[src/rtl/rv32i_types.sv]
// Shared types for the memory-side blocks: cache arbiter state and grant encodings.
package rv32i_types;

    typedef enum logic [1:0] {
        IDLE,
        SERVE_I,
        SERVE_D,
        RECOVER
    } arb_state_t;

    typedef enum logic [1:0] {
        GRANT_NONE,
        GRANT_I,
        GRANT_D
    } arb_grant_t;

endpackage

[src/rtl/cache_arbiter.sv]
// Shares the single pmem port between I-cache fills and D-cache fills/write-backs.
// D-cache wins by default; a streak limit guarantees a waiting I-cache fill gets through.
module cache_arbiter
    import rv32i_types::*;
#(
    parameter int LINE_WIDTH   = 256,
    parameter int ADDR_WIDTH   = 32,
    parameter int MAX_D_STREAK = 4
) (
    input  logic                  clk,
    input  logic                  rst,

    input  logic                  i_pmem_read,
    input  logic [ADDR_WIDTH-1:0] i_pmem_address,
    output logic [LINE_WIDTH-1:0] i_pmem_rdata,
    output logic                  i_pmem_resp,

    input  logic                  d_pmem_read,
    input  logic                  d_pmem_write,
    input  logic [ADDR_WIDTH-1:0] d_pmem_address,
    input  logic [LINE_WIDTH-1:0] d_pmem_wdata,
    output logic [LINE_WIDTH-1:0] d_pmem_rdata,
    output logic                  d_pmem_resp,

    output logic                  pmem_read,
    output logic                  pmem_write,
    output logic [ADDR_WIDTH-1:0] pmem_address,
    output logic [LINE_WIDTH-1:0] pmem_wdata,
    input  logic [LINE_WIDTH-1:0] pmem_rdata,
    input  logic                  pmem_resp
);

    localparam int SW = $clog2(MAX_D_STREAK + 1);
    localparam logic [SW-1:0] STREAK_MAX = SW'(MAX_D_STREAK);

    arb_state_t    state;
    arb_grant_t    grant;
    logic [SW-1:0] d_streak;
    logic          d_req;

    assign d_req = d_pmem_read | d_pmem_write;

    // Only consulted in IDLE; the I-cache wins once D has used up its streak.
    always_comb begin
        grant = GRANT_NONE;
        if (d_req && !(i_pmem_read && d_streak == STREAK_MAX))
            grant = GRANT_D;
        else if (i_pmem_read)
            grant = GRANT_I;
    end

    assign i_pmem_rdata = pmem_rdata;
    assign d_pmem_rdata = pmem_rdata;
    assign i_pmem_resp  = (state == SERVE_I) && pmem_resp;
    assign d_pmem_resp  = (state == SERVE_D) && pmem_resp;

    always_ff @(posedge clk or posedge rst) begin
        if (rst) begin
            state        <= IDLE;
            d_streak     <= '0;
            pmem_read    <= 1'b0;
            pmem_write   <= 1'b0;
            pmem_address <= '0;
            pmem_wdata   <= '0;
        end else begin
            case (state)
                IDLE: begin
                    case (grant)
                        GRANT_D: begin
                            state        <= SERVE_D;
                            pmem_address <= d_pmem_address;
                            pmem_wdata   <= d_pmem_wdata;
                            // Read+write together is illegal; the write wins.
                            pmem_write   <= d_pmem_write;
                            pmem_read    <= ~d_pmem_write;
                            if (d_streak != STREAK_MAX)
                                d_streak <= d_streak + 1'b1;
                        end
                        GRANT_I: begin
                            state        <= SERVE_I;
                            pmem_address <= i_pmem_address;
                            pmem_read    <= 1'b1;
                            d_streak     <= '0;
                        end
                        default: ;
                    endcase
                end
                SERVE_I, SERVE_D: begin
                    if (pmem_resp) begin
                        pmem_read  <= 1'b0;
                        pmem_write <= 1'b0;
                        state      <= RECOVER;
                    end
                end
                RECOVER: state <= IDLE;
                default: state <= IDLE;
            endcase
        end
    end

    a_d_rw_exclusive: assert property (@(posedge clk) disable iff (rst)
        !(d_pmem_read && d_pmem_write));

endmodule

[config.mk]
export PLATFORM = sky130hd
export DESIGN_NAME = cache_arbiter
export DESIGN_NICKNAME = d
export VERILOG_FILES = /design/src/rtl/rv32i_types.sv /design/src/rtl/cache_arbiter.sv
export SDC_FILE = /design/constraint.sdc
export NUM_CORES = 1
export LEC_CHECK = 0
export BUFFER_PORTS_ARGS = -buffer_cell sky130_fd_sc_hd__buf_4
export CORE_AREA = 2 2 543 545
export CTS_CLUSTER_SIZE = 28
export DETAILED_ROUTE_END_ITERATION = 7
export DIE_AREA = 0 0 545 547
export REMOVE_ABC_BUFFERS = 1
export SLEW_MARGIN = 25
export SYNTH_ARGS = -nofsm -noshare
export SYNTH_HDL_FRONTEND = slang
export SYNTH_SLANG_ARGS = --single-unit
[constraint.sdc]
create_clock -name clk -period 16.1 [get_ports clk]
set_input_delay 2.415 -clock clk [delete_from_list [all_inputs] [get_ports clk]]
set_output_delay 2.415 -clock clk [all_outputs]
set_load 0.02 [all_outputs]
==> run metrics <==
TritonRoute pass-1 iters 5; unrepaired setup endpoints after global routing false; Final Wtd Congestion 0.920; Initial Utilization 5.61%; CP startpoint kind input pin; total track usage 23.0%; Hold Path Class flip-flop to flip-flop; largest net degree at the start of global routing 143; post-route ant nets 0; Slew @ Worst Pin 0.966 ns; Resized cells post-CTS 0; R2R Setup Slk 12.02 ns; die area 298,000 µm²; Remaining DRCs 0; routed via count 13,500; crit path setup slack, layout 10.73 ns; CTS root buffer clkbuf_16; library cells used by synthesis 31; commonest non-fill, non-tap cell in the layout buf_4; Pins Over Slew Limit 0; most frequent cells in the layout buf_4 (624), dfrtp_1 (295), mux2_4 (229); nets 1,977; CP max stage delay 0.20 ns; Max Clk Rate 186 MHz; initial antenna violation count 231; CP max stage cell buf_4; Die Wd 545 µm; Worst Clk Skew 0.0285 ns; CTS buffer count 40; global-route wire length before repair 380,000 µm; Synth area leader dfrtp_1; hpwl dp 317,000 µm; PortBufs 617; Worst-Skew Late Latency 0.65 ns; Core ar. 293,000 µm²; wire per inst 66.1 µm; critical path endpoint category primary output; Cells after Synth 1,276; sequential share of the synthesized area 45.0%; Pwr Density 238 nW/µm²; crit-path max FO 3; LEAKAGE 9.34 nW; Post-CTS Setup Inserts 0; max cap viols 0; WHS 0.507 ns; crit path buf inv count 2; H-tree lvl count 2; Crit path top cell by count buf_4; top cells by area, synth dfrtp_1 (45%), buf_4 (23%), mux2_4 (21%); cts hold-fix bufs 0; vias in the first global route 11,200; yosys warns 0; Rows 199; clk buf depth 3; Final Cycle Share 33.4%; Ports 1,386; TNS Setup 0 ns; Tmin final 5.37 ns; Vias/cell 2.53; die height 547 µm; final hold violation count 0; synthesis-to-layout area growth 41.1%; Post-Place Setup Slack 10.36 ns; synthesized area 16,400 µm²; grt total ovfl 0; CTS tree built; CP delay by family, top buffers and inverters; layout cell share with drive strength beyond 1 67.5%; Critical Path RT 13.69 ns; share of the synthesized area in the top cell type 45.0%; crit-path cells buf_4 -> and2_1 -> buf_4; syn_area_per_cell 12.9 µm²; Post-Layout Inst Area 23,100 µm²; CTS clock-pin slew for the worst setup and hold paths 0.06 ns; Max VDD drop 0.000109 V; Slew headroom 35.6%; Cell Area, Placed 21,700 µm²; final wirelength 353,000 µm; clk sink count 295; Yosys reg bits 295; Final setup viols 0; Arrival @ worst endpoint 2.96 ns; class of the most critical setup path input pin to primary output; status finished clean; DR iter-0 viols 1,394
## metal layers
| layer | global-route usage [%] | up-vias | wire length, µm |
|---|---|---|---|
| met2 | 34.2 | 2863 | 147000 |
| met4 | 11.8 | 61 | 24000 |
| met1 | 12.9 | 5984 | 70700 |
| li1 | - | 3927 | - |
| met5 | 19.4 | - | 8060 |
| met3 | 31.8 | 683 | 104000 |
## synth_stat cells
cell,n
buf_4,512
dfrtp_1,295
mux2_4,229
nand2_1,69
nor2_1,35
a31oi_1,32
mux2_2,28
buf_12,22
buf_2,10
ha_1,6
inv_1,6
buf_6,5
clkbuf_1,4
buf_1,3
a21oi_1,2
a32o_1,2
and2_1,2
a211o_1,1
a211oi_1,1
a22o_1,1
a2bb2oi_2,1
mux2i_1,1
nand2b_1,1
nand3_1,1
nand3_2,1
nor2b_1,1
o211a_1,1
o21ai_0,1
o21ai_2,1
o31a_1,1
or4b_1,1
## worst register-to-register path: cells and delay by family, from the launching register on
family | cells | cell delay, ns
buffers and inverters | 3 | 1.76
adder cells (fa/ha/maj) | 1 | 0.40
multiplexers | 1 | 0.54
AO/OA/AOI/OAI | 1 | 0.83
flip-flops | 1 | 0.41
## stage by stage
| stage | power [mW] | util, % | instances |
|---|---|---|---|
| floorplan | 2.98 | - | 720 |
| global placement | 4.48 | 7.39 | 5264 |
| detailed placement | 4.52 | 7.41 | 5266 |
| CTS | 5.59 | 7.91 | 5340 |
| global route | 5.82 | 7.91 | 5342 |
| finish | 5.51 | 7.91 | 5344 |
## kinds of logic (layout without fill, tap and decap cells)
group | count (synthesis) | count (layout) | synth area share [%]
muxes | 258 | 258 | 22.9
adders and majority gates | 6 | 6 | 0.458
other | 0 | 4 | 0
AOI/OAI and AO/OA | 44 | 44 | 1.85
DFF | 295 | 295 | 45.0
buffers and inverters | 562 | 707 | 27.1
and+or+nand+nor | 111 | 111 | 2.69
## path summary, 6_finish.rpt
path	depth (start not counted)	end	startpoint
worst min-delay path	2	d_streak[0]$_DFFE_PP0P_	d_streak[0]$_DFFE_PP0P_
max in group asynchronous	3	pmem_address[27]$_DFFE_PP0P_	rst
worst max-delay path	3	d_pmem_resp	pmem_resp
min in group asynchronous	2	pmem_wdata[81]$_DFFE_PP0P_	rst
worst min register to register	2	d_streak[0]$_DFFE_PP0P_	d_streak[0]$_DFFE_PP0P_
worst max register to register	6	pmem_wdata[64]$_DFFE_PP0P_	state[0]$_DFFE_PP0P_
## report_power, final
group	internal, mW	leakage [nW]	switching [mW]	total [mW]
clock	0.608	0.699	0.418	1.03
sequential	1.13	3.46	0.260	1.39
combinational	1.18	5.19	1.92	3.09
## state kept, by name, indices dropped and copies added, names as in the netlist
signal / flops
d_streak: 3
pmem_address: 32
pmem_read: 1
pmem_wdata: 256
pmem_write: 1
state: 2
## final cells by class
class                   instances  area, µm²
repair buffers                627       4760
inverters                       6       30.0
flip-flops and latches        295       7380
diodes                          4       10.0
fillers                     33900     269000
clock buffers                  54       1120
well taps                    3919       4900
clock inverters                20        338
multi-input cells             419       4600
No activity file was read; power rests on OpenSTA's default activity.
